===== src/rtl/reklama_pkg.sv =====
// Shared types and constants for the scrolling advertisement display controller.
package reklama_pkg;

  localparam int unsigned CHAR_W = 5;

  // Codes 0-26 are digit/letter glyphs; 27 renders as a blank digit.
  localparam logic [CHAR_W-1:0] CHAR_SPACE = 5'd27;

  typedef enum logic {
    IDLE = 1'b0,
    RUN  = 1'b1
  } state_t;

  // Index width that stays at least one bit for single-entry ranges.
  function automatic int unsigned width_of(input int unsigned n);
    return (n > 1) ? $clog2(n) : 1;
  endfunction

endpackage


===== src/rtl/text_scroll_ctrl_tick_gen.sv =====
// Free-running prescaler: pulses tick on the last count of each DIV-cycle period.
module tick_gen #(
  parameter int unsigned DIV = 2
) (
  input  logic clk,
  input  logic rst_n,
  input  logic clr,
  input  logic en,
  output logic tick
);

  localparam int unsigned CW = (DIV > 1) ? $clog2(DIV) : 1;
  localparam logic [CW-1:0] LAST = CW'(DIV - 1);

  logic [CW-1:0] cnt;

  always_ff @(posedge clk or negedge rst_n) begin
    if (!rst_n) begin
      cnt <= '0;
    end else if (clr) begin
      cnt <= '0;
    end else if (en) begin
      cnt <= (cnt == LAST) ? '0 : cnt + CW'(1);
    end
  end

  assign tick = en && !clr && (cnt == LAST);

endmodule


===== src/rtl/text_scroll_ctrl.sv =====
// Scrolls a RAM-held message across a multiplexed 7-segment display,
// emitting one character code and a one-hot digit enable per mux slot.
module text_scroll_ctrl
  import reklama_pkg::*;
#(
  parameter int unsigned NUM_DIGITS = 4,
  parameter int unsigned MSG_DEPTH  = 32,
  parameter int unsigned SCROLL_DIV = 25000000,
  parameter int unsigned MUX_DIV    = 50000
) (
  input  logic                         clk,
  input  logic                         rst_n,
  input  logic                         wr_en,
  input  logic [$clog2(MSG_DEPTH)-1:0] wr_addr,
  input  logic [4:0]                   wr_data,
  input  logic [$clog2(MSG_DEPTH):0]   msg_len,
  input  logic                         start,
  input  logic                         stop,
  output logic [4:0]                   char_code,
  output logic [NUM_DIGITS-1:0]        digit_en,
  output logic                         running,
  output logic                         wrap
);

  localparam int unsigned AW = $clog2(MSG_DEPTH);
  localparam int unsigned LW = AW + 1;
  localparam int unsigned DW = width_of(NUM_DIGITS);
  localparam int unsigned SW = ((LW > DW) ? LW : DW) + 1;
  localparam logic [DW-1:0] LAST_DIGIT = DW'(NUM_DIGITS - 1);

  logic [CHAR_W-1:0]     mem [MSG_DEPTH];
  state_t                state, state_nxt;
  logic [AW-1:0]         offset;
  logic [DW-1:0]         digit_idx;
  logic [LW-1:0]         len_q;
  logic                  start_ok_c, run_hold_c, last_off_c, wrap_c;
  logic                  mux_tick, scroll_tick;
  logic [SW-1:0]         sum_c;
  logic [AW-1:0]         rd_addr_c;
  logic [CHAR_W-1:0]     char_c;
  logic [NUM_DIGITS-1:0] en_c;

  // Message RAM: write-only from outside, read internally for display.
  always_ff @(posedge clk) begin
    if (wr_en) mem[wr_addr] <= wr_data;
  end

  assign start_ok_c = start && !stop && (msg_len != '0) && (msg_len <= LW'(MSG_DEPTH));
  assign run_hold_c = (state == RUN) && !stop && !start_ok_c;
  assign last_off_c = (LW'(offset) == (len_q - LW'(1)));
  assign wrap_c     = run_hold_c && scroll_tick && last_off_c;

  tick_gen #(.DIV(MUX_DIV)) u_mux_tick (
    .clk   (clk),
    .rst_n (rst_n),
    .clr   (start_ok_c),
    .en    (state == RUN),
    .tick  (mux_tick)
  );

  tick_gen #(.DIV(SCROLL_DIV)) u_scroll_tick (
    .clk   (clk),
    .rst_n (rst_n),
    .clr   (start_ok_c),
    .en    (state == RUN),
    .tick  (scroll_tick)
  );

  always_ff @(posedge clk or negedge rst_n) begin
    if (!rst_n) state <= IDLE;
    else        state <= state_nxt;
  end

  // Stop outranks start; a valid start in RUN restarts in place.
  always_comb begin
    state_nxt = state;
    case (state)
      IDLE:    if (start_ok_c) state_nxt = RUN;
      RUN:     if (stop)       state_nxt = IDLE;
      default:                 state_nxt = IDLE;
    endcase
  end

  always_ff @(posedge clk or negedge rst_n) begin
    if (!rst_n) begin
      offset    <= '0;
      digit_idx <= '0;
      len_q     <= '0;
    end else if (start_ok_c) begin
      offset    <= '0;
      digit_idx <= '0;
      len_q     <= msg_len;
    end else if (run_hold_c) begin
      if (mux_tick)    digit_idx <= (digit_idx == LAST_DIGIT) ? '0 : digit_idx + DW'(1);
      if (scroll_tick) offset    <= last_off_c ? '0 : offset + AW'(1);
    end
  end

  // Widened sum keeps offset+digit from overflowing before the modulo.
  always_comb begin
    sum_c     = SW'(offset) + SW'(digit_idx);
    rd_addr_c = '0;
    char_c    = CHAR_SPACE;
    en_c      = '0;
    if (len_q != '0) rd_addr_c = AW'(sum_c % SW'(len_q));
    if ((state == RUN) && (state_nxt == RUN)) begin
      char_c = mem[rd_addr_c];
      en_c   = NUM_DIGITS'(1) << digit_idx;
    end
  end

  always_ff @(posedge clk or negedge rst_n) begin
    if (!rst_n) begin
      char_code <= CHAR_SPACE;
      digit_en  <= '0;
      wrap      <= 1'b0;
    end else begin
      char_code <= char_c;
      digit_en  <= en_c;
      wrap      <= wrap_c;
    end
  end

  assign running = (state == RUN);

endmodule

===== config.mk =====
export PLATFORM = sky130hd
export DESIGN_NAME = text_scroll_ctrl
export DESIGN_NICKNAME = d
export VERILOG_FILES = /design/src/rtl/reklama_pkg.sv /design/src/rtl/text_scroll_ctrl_tick_gen.sv /design/src/rtl/text_scroll_ctrl.sv
export SDC_FILE = /design/constraint.sdc
export NUM_CORES = 1
export LEC_CHECK = 0
export CORE_ASPECT_RATIO = 0.8
export CORE_MARGIN = 2
export CORE_UTILIZATION = 40
export CTS_BUF_LIST = sky130_fd_sc_hd__clkbuf_16
export DETAILED_ROUTE_END_ITERATION = 16
export SYNTH_ARGS = -nofsm -noshare
export SYNTH_HDL_FRONTEND = slang
export SYNTH_HIERARCHICAL = 1
export SYNTH_SLANG_ARGS = --single-unit

===== constraint.sdc =====
create_clock -name clk -period 15.3 [get_ports clk]
set_input_delay 4.59 -clock clk [delete_from_list [all_inputs] [get_ports clk]]
set_output_delay 4.59 -clock clk [all_outputs]
set_load 0.005 [all_outputs]

# Yosys cells after proc, flatten, opt, wreduce, memory -nomap -nowiden
# Memories as Yosys holds them, arrays and structs flattened.
# Index checks and enable logic that the tools add are counted.
# word_totals
input_bits	21
regBits	65
out_inout_bits	11
word_cells	67
ramBits	160
n_memories	1
# classes
bitwise	1
n_shift	1
div	1
add_sub_neg	6
order_cmp	1
eq_ne	4
reduce_logical	21
muxes	22
# memory_table
memory	words	word_bits	read_ports	rd_ports_with_merged_regs	wr	line_no	source
mem	32	5	1	0	1	text_scroll_ctrl.sv:31	logic [CHAR_W-1:0] mem [MSG_DEPTH];
# op_table
op	n
$mux 25	3
$mux 16	3
$mux 5	6
$add 25x1->25 const B	1
$eq 25x25->1 const B	1
$add 16x1->16 const B	1
$eq 16x16->1 const B	1
$reduce_bool 6->1	2
$logic_and 1x1->1	11
$mux 2	4
$reduce_bool 2->1	4
$mod 7x6->7	1
$add 5x2->6	1
$eq 5x6->1	1
$le 6x6->1 const B	1
$sub 6x1->6 const B	1
$add 5x1->5 const B	1
$mux 1	4
$mux 4	1
$reduce_and 2->1	2
$shl 1x2->4 const A	1
$add 2x1->2 const B	1
$eq 2x2->1 const B	1
$logic_not 1->1	2
other kinds (2)	2

# Depth between registers and ports, before layout
# Gate-level depths: netlist of the first run.
# depth
word_depth	10
depth_mapped	48
ltp_nobuf	45

# By module
# The synthesis of the first run kept the hierarchy.
# by_module_without_submodules
mod	cells_per_inst	area_per_inst_um2	seq_area_each_um2	instances
text_scroll_ctrl	796	9427.8	5410.2	1
tick_gen at u_scroll_tick	163	1463.9	625.6	1
tick_gen at u_mux_tick	103	977.2	400.4	1

# Worst setup path before layout of the first run
# OpenSTA, ideal clock, no wires.
# synth_path
path_kind	flip-flop to flip-flop
startpoint	reg offset[0]
endpoint	reg char_code[2]
required_ns	15.172
n_path_buf	2
setup_ns	0.128
arrival_time_ns	10.426
stages_incl_launch_ff	43
synth_period_minus_slack_ns	10.554
path_slack_ns	4.746
path_cell_list	dfrtp_1 ha_1 fa_1 xnor2_2 nand4_1 nor4_1 ha_1 o21ai_0 nand4b_1 or4_4 nand2_1 ha_1 o221a_2 mux2_2 ha_1 o211a_1 or2_2 a31oi_1 [7 not listed] nor2b_1 o31a_1 o31a_1 nand2b_1 a21oi_1 ha_1 a21o_1 a211oi_1 o21ai_0 a211o_2 o21ai_2 nand2_2 buf_6 buf_6 mux4_2 mux2_2 o22ai_1 nor3b_1
# synth_between
elab_chain_cells	5
# synth_rtl
element	line_no	source
start, declared	text_scroll_ctrl.sv:33	logic [AW-1:0] offset;
start signal, assigned	text_scroll_ctrl.sv:95	if (scroll_tick) offset <= last_off_c ? '0 : offset + AW'(1);
$add 5x2->6	text_scroll_ctrl.sv:101	sum_c = SW'(offset) + SW'(digit_idx);
$mod 7x6->7	text_scroll_ctrl.sv:105	if (len_q != '0) rd_addr_c = AW'(sum_c % SW'(len_q));
$mux 5	text_scroll_ctrl.sv:105	
$mem_v2 32x5	--	
$mux 5	text_scroll_ctrl.sv:106	if ((state == RUN) && (state_nxt == RUN)) begin
named net char_c[2]	text_scroll_ctrl.sv:40	logic [CHAR_W-1:0] char_c;
end signal, assigned	text_scroll_ctrl.sv:118	char_code <= char_c;
end, declared	text_scroll_ctrl.sv:19	output logic [4:0] char_code,
# The timed path passes the listed nets, and every way through them passes these cells.
# A chain may end at the register's enable or synchronous reset.

# Worst setup path after layout of the first run
# Same ends and word-level chain as after synthesis.

==> flow_metrics.py, run 1 <==
metrics = {
    "setup_path": {
        "start_kind": "flip-flop",
        "crit_slowest_cell": "mux4_2",
        "crit_top_cell": "ha_1",
        "worst_setup_path_end_kind": "flip-flop",
        "crit_fanout": 36,
        "worstSetupPathType": "reg2reg",
        "r2r_setup_slack_ps": 2740,
        "cp_slowest_stage_delay_ps": 570,
        "crit_required_ps": 15690,
        "critPathArrivalTime_ps": 12950,
    },
    "timing": {
        "max_slew_margin_pct": 21.83,
        "grt_setup_unrepaired": "no",
        "setup_viol": 0,
        "tns_ps": 0,
        "max_freq_mhz": 79.59,
        "fin_crit_ps": 12560,
        "slew_viol_final": 0,
        "final.period_utilization_pct": 82.12,
        "tightest_slew_ps": 1169,
        "finalHoldViolations": 0,
        "timing.hold.ws_ps": 505.7,
        "finClkSkew_ps": 11.46,
    },
    "clock_network": {
        "cts.sinks": 225,
        "cts_hold_buf": 0,
        "postCtsSetupBuffers": 0,
        "h-tree-depth": 1,
        "cts_made_buffers": 25,
        "cts_tree": "done",
        "cts_resized": 0,
        "path_clk_slew_ps": 60,
        "clock_path_buffers": 3,
        "root_buffer": "clkbuf_16",
        "insertion_delay_ps": 520,
    },
    "cells_and_area": {
        "final-seq-area_um2": 6436,
        "n_fill_cell": 2712,
        "multiInputGateArea_um2": 5082,
        "layout.nets": 1146,
        "layout-drive-gt1-share_pct": 9.791,
        "fin_util_pct": 45.23,
        "final_area_um2": 13250,
        "area_growth_pct": 11.62,
        "antenna_cells": 0,
    },
    "die": {
        "core_area_um2": 29290,
        "die-width_um": 196.6,
        "io_pins": 32,
        "die-area_um2": 31080,
        "rows": 56,
        "initial_core_util_pct": 40.52,
        "die_h_um": 158.1,
    },
    "place": {
        "dpl_cell_area_um2": 12450,
        "numPortBuffers": 31,
        "dp_hpwl_um": 19600,
        "globalplace.congestion": 0.8809,
    },
    "route": {
        "dr.pass1.iters": 5,
        "ant_nets": 0,
        "viasPerCell": 5.785,
        "vias": 8562,
        "wl_per_cell_um": 19.58,
        "totalWireLength_um": 28980,
        "drc": 0,
        "drt-initial-drc-count": 721,
    },
    "flow_run": {
        "cap_violations": 0,
    },
    "logic_synthesis": {
        "ys_ff_latch": 225,
        "synth_area_leaders": "edfxtp_1, dfrtp_1, nand2_1",
        "synth_enable_flop_cells": 160,
        "yosys_warnings": 6,
        "syn_area_um2": 11870,
        "seq_area_frac_synth_pct": 54.23,
        "yosysTopAreaCell": "edfxtp_1",
        "async_reset_ff_share_pct": 28.89,
        "syn_area_per_cell_um2": 11.18,
        "synthDistinctLibCells": 95,
        "synth_flop_cell": "edfxtp_1",
        "yosys.area.top_type_share_pct": 40.48,
        "syn_nets": 1123,
        "synthCells": 1062,
    },
    "grt": {
        "antenna_found_initial": 0,
        "grt_max_degree": 66,
        "overflow": 0,
        "grt_pass1_wl_um": 46470,
        "grt_use_total_pct": 19.04,
        "grt_pass1_vias": 8083,
    },
    "power": {
        "max-vdd-ir-drop_v": 0.0001531,
        "p_per_area_nw_per_um2": 209.4,
        "power.leakage_nw": 4.748,
        "finalPower_mw": 2.773,
    },
    "worst_hold_path": {
        "hold_path.class": "reg2reg",
    },
    "status": {
        "status": "finished clean",
    },
}
[sequential cells by signal (all words and copies together) (netlist names)]
| register | flops |
|---|---|
| u_mux_tick/cnt | 16 |
| wrap | 1 |
| mem | 160 |
| u_scroll_tick/cnt | 25 |
| offset | 5 |
| len_q | 6 |
| digit_en | 4 |
| digit_idx | 2 |
| char_code | 5 |
| running | 1 |
[cells in the mapped netlist (4+ instances only)]
cell type / instances
nor3_1: 26
and3_1: 11
a21boi_0: 12
or3_1: 11
buf_6: 10
o21ai_0: 53
a21oi_1: 32
mux2i_1: 7
nand4_1: 27
nor2b_1: 8
a41oi_1: 7
nand3b_1: 8
o21ai_1: 4
nand2_1: 129
o21a_1: 8
dfrtp_1: 61
a211oi_1: 18
buf_4: 5
o2111ai_1: 6
and4_1: 5
nor2_1: 79
a31oi_1: 41
xor2_1: 8
and2_1: 8
mux4_2: 6
clkbuf_1: 14
o211ai_1: 8
xnor2_1: 12
or2_2: 6
dfstp_2: 4
buf_2: 12
mux2_2: 8
inv_1: 26
nand3_1: 61
or4_1: 6
a21o_1: 9
edfxtp_1: 160
o31a_1: 6
nand2b_1: 11
a22o_1: 6
nor4_1: 7
ha_1: 38
[where the power goes]
part,switching (mW),internal [mW]
logic,0.973,0.516
clock network,0.244,0.348
registers,0.0188,0.673
[per-layer routing]
metal	vias up	global-route usage, %	part of all wire, %
li1	4110	-	-
met2	212	28.59	43
met3	29	2.897	6.1
met4	0	3.366	1.2
met1	4211	29.32	49
met5	-	0	0
[layout by cell type (no fill, tap or decap), types with 7 or more instances in the layout]
master	n
a21o_1	9
nor3_1	26
or3_1	11
o211ai_1	8
a31oi_1	41
o21ai_0	53
a21oi_1	32
and3_1	11
nor2_1	79
clkdlybuf4s50_1	29
nand3b_1	8
o21a_1	8
and2_1	8
nand2b_1	11
inv_1	30
ha_1	38
xor2_1	8
dfrtp_1	61
a211oi_1	18
a41oi_1	7
nor4_1	7
nand3_1	61
xnor2_1	12
clkbuf_16	25
nor2b_1	8
buf_4	8
edfxtp_1	160
a21boi_0	12
nand4_1	27
nand2_1	129
mux2_2	8
[path summary, 6_finish.rpt]
path                               startpoint                     to  cells past startpoint
setup / recovery                    offset[0]           char_code[2]                     41
hold / removal             u_mux_tick/cnt[15]     u_mux_tick/cnt[15]                      1
setup reg to reg                    offset[0]           char_code[2]                     41
hold reg to reg            u_mux_tick/cnt[15]     u_mux_tick/cnt[15]                      1
max in group asynchronous               rst_n               len_q[4]                      2
min in group asynchronous               rst_n  u_scroll_tick/cnt[20]                      2
[cell type report]
type	instances	share of cell area, %
inverter	26	0.7367
tap	377	3.561
timing repair buffer	39	2.720
clock inverter	20	1.313
multi-input combinational	768	38.36
clock buffer	25	4.722
sequential	225	48.58
[cells by family (layout without fill, tap and decap cells)]
group                      after synthesis  after routing  share of synthesized area (%)
buffers and inverters                   69            110                          3.110
and+or+nand+nor                        437            437                          19.42
adders and majority gates               40             40                          4.343
muxes                                   21             21                          2.488
AOI/OAI and AO/OA                      249            249                          14.80
xor gates and xnor gates                21             21                          1.613
DFF                                    225            225                          54.23
[worst max-delay path, delay by kind of cell, from the launching register on]
kind / cells / cell delay [ps]
flops: 1 / 450
compound gates: 14 / 3790
fa+ha+maj: 8 / 2410
simple gates: 14 / 3830
xor+xnor: 1 / 270
mux: 4 / 1640
[metrics by stage]
stage | std cells | worst slack, ps
2_1_floorplan | 1062 | 4746
3_3_place_gp | 1435 | 3192
3_5_place_dp | 1435 | 2906
4_1_cts | 1480 | 2865
5_1_grt | 1480 | 1911
6_report | 1480 | 2736
Note: power is estimated with default switching activity, not from simulation.
==> inputs of run 2 (changes only) <==
Clock period 15.3 ns to 12.85 ns, I/O delays scaled along.
==> flow_metrics.py, run 2 (synthesized netlist as in run 1, its figures left out) <==
metrics = {
    "clock_network": {
        "cts.sinks": 225,
        "clock_path_buffers": 3,
        "insertion_delay_ps": 530,
        "cts_made_buffers": 26,
        "path_clk_slew_ps": 60,
        "postCtsSetupBuffers": 0,
        "root_buffer": "clkbuf_16",
        "h-tree-depth": 1,
        "cts_tree": "done",
    },
    "cells_and_area": {
        "layout_common_cells": "edfxtp_1, nand2_1, nor2_1",
        "antenna_cells": 0,
        "fin_cells": 1488,
        "n_fill_cell": 2683,
        "multiInputGateArea_um2": 5097,
        "largest_reg_flops": 160,
        "layout-drive-gt1-share_pct": 10.53,
        "layout.nets": 1152,
        "largestRegisters": "mem: 160 flops, u_scroll_tick/cnt: 25 flops, u_mux_tick/cnt: 16 flops",
        "final-seq-area_um2": 6436,
        "mostFrequentLayoutCell": "edfxtp_1",
        "regMostFlops": "mem",
        "area_growth_pct": 12.64,
    },
    "setup_path": {
        "crit_top_cell": "ha_1",
        "critPathArrivalTime_ps": 12540,
        "worstReg2RegEnd": "char_code[2]",
        "worst_setup_path_end_kind": "flip-flop",
        "worstSetupPathType": "reg2reg",
        "worstReg2RegStart": "offset[0]",
        "crit_slowest_cell": "nand2_2",
        "r2r_setup_slack_ps": 700,
        "start_kind": "flip-flop",
        "crit_required_ps": 13240,
        "cp_slowest_stage_delay_ps": 610,
        "crit_fanout": 28,
        "rr_worst_depth": 41,
    },
    "route": {
        "drc": 0,
        "vias": 8706,
        "drt-initial-drc-count": 814,
        "wl_per_cell_um": 19.91,
        "dr.pass1.iters": 5,
        "viasPerCell": 5.851,
        "ant_nets": 0,
        "totalWireLength_um": 29630,
    },
    "place": {
        "dpl.cell_count": 1440,
        "numPortBuffers": 31,
        "globalplace.congestion": 0.8553,
        "dp_hpwl_um": 19730,
    },
    "die": {
        "initial_core_util_pct": 40.52,
        "core_area_um2": 29290,
        "die-width_um": 196.6,
        "io_pins": 32,
        "die-area_um2": 31080,
        "rows": 56,
        "die_h_um": 158.1,
    },
    "timing": {
        "finalHoldViolations": 0,
        "tightest_slew_ps": 1257,
        "finClkSkew_ps": 11.68,
        "tns_ps": 0,
        "grt_setup_unrepaired": "no",
        "slew_viol_final": 0,
        "max_slew_margin_pct": 15.95,
        "fin_crit_ps": 12150,
        "setup_viol": 0,
        "final.period_utilization_pct": 94.53,
        "timing.hold.ws_ps": 494.8,
        "max_freq_mhz": 82.32,
    },
    "worst_hold_path": {
        "hold_path.class": "reg2reg",
        "hp-start": "u_scroll_tick/cnt[22]",
        "min_path_cells": 1,
        "hold-path-endpoint": "u_scroll_tick/cnt[22]",
    },
    "power": {
        "p_per_area_nw_per_um2": 252.1,
        "finalPower_mw": 3.370,
        "power.leakage_nw": 4.793,
        "max-vdd-ir-drop_v": 0.0001768,
    },
    "grt": {
        "antenna_found_initial": 0,
        "grt_max_degree": 66,
        "grt_pass1_wl_um": 46780,
        "overflow": 0,
        "grt_use_total_pct": 19.14,
        "grt_pass1_vias": 8213,
    },
    "status": {
        "status": "finished clean",
    },
    "flow_run": {
        "cap_violations": 0,
    },
}
==> run 2: cell count changes in the layout (fill, tap and decap cells not counted), moves of 2 or more <==
cell       previous run  this run
inv_2                 2         0
inv_1                30        28
clkbuf_16            25        27
buf_4                 8        13
clkinv_2              4         7
==> run 2: metal layers <==
| layer | global-route usage, % | routed length [um] | up-vias |
|---|---|---|---|
| li1 | - | - | 4131 |
| met2 | 28.66 | 12680 | 306 |
| met4 | 4.977 | 600 | 0 |
| met3 | 2.684 | 1956 | 44 |
| met1 | 29.06 | 14390 | 4225 |
| met5 | 0 | 0 | - |
==> run 2: where the power goes <==
part	switching [mW]	leakage, nW	internal [mW]
clock	0.302	0.436	0.443
sequential	0.0221	2.32	0.802
combinational	1.16	2.04	0.640
==> run 2: worst max-delay path by stage <==
stage / depth (start not counted) / slack [ps] / end / startpoint
finish: 41 / 700 / char_code[2] / offset[0]
floorplan: 42 / 2300 / char_code[2] / offset[0]
global placement: 40 / 930 / char_code[2] / offset[0]
CTS: 40 / 510 / char_code[2] / offset[0]
detailed placement: 40 / 560 / char_code[2] / offset[0]
global route: 41 / 10 / char_code[0] / len_q[1]
==> run 2: cell type report <==
| class | instances | share of cell area, % |
|---|---|---|
| flip-flops and latches | 225 | 48.14 |
| multi-input cells | 768 | 38.13 |
| clock buffers | 27 | 5.054 |
| well taps | 377 | 3.528 |
| repair buffers | 44 | 3.014 |
| clock inverters | 21 | 1.404 |
| inverters | 26 | 0.7300 |
==> run 2: metrics by stage <==
step	area, um2	setup slack (ps)	util (%)
floorplan	11870	2296	-
global placement	12490	926.7	42.65
detailed placement	12490	563.6	42.65
CTS	13350	510.3	45.60
global route	13370	13.12	45.65
finish	13370	703.0	45.65
==> run 2: timing repair <==
action,CTS,global route
gates resized for setup,0,2
setup endpoints to repair,0,5
hold buffers,0,0
==> run 2: worst max-delay path: cells and delay by family, from the launching register on <==
family,cells,cell delay [ps]
and+or+nand+nor,13,3650
xor gates and xnor gates,1,280
adders and majority gates,8,2480
buffers and inverters,1,270
muxes,4,1070
AOI/OAI and AO/OA,14,3810
DFF,1,440
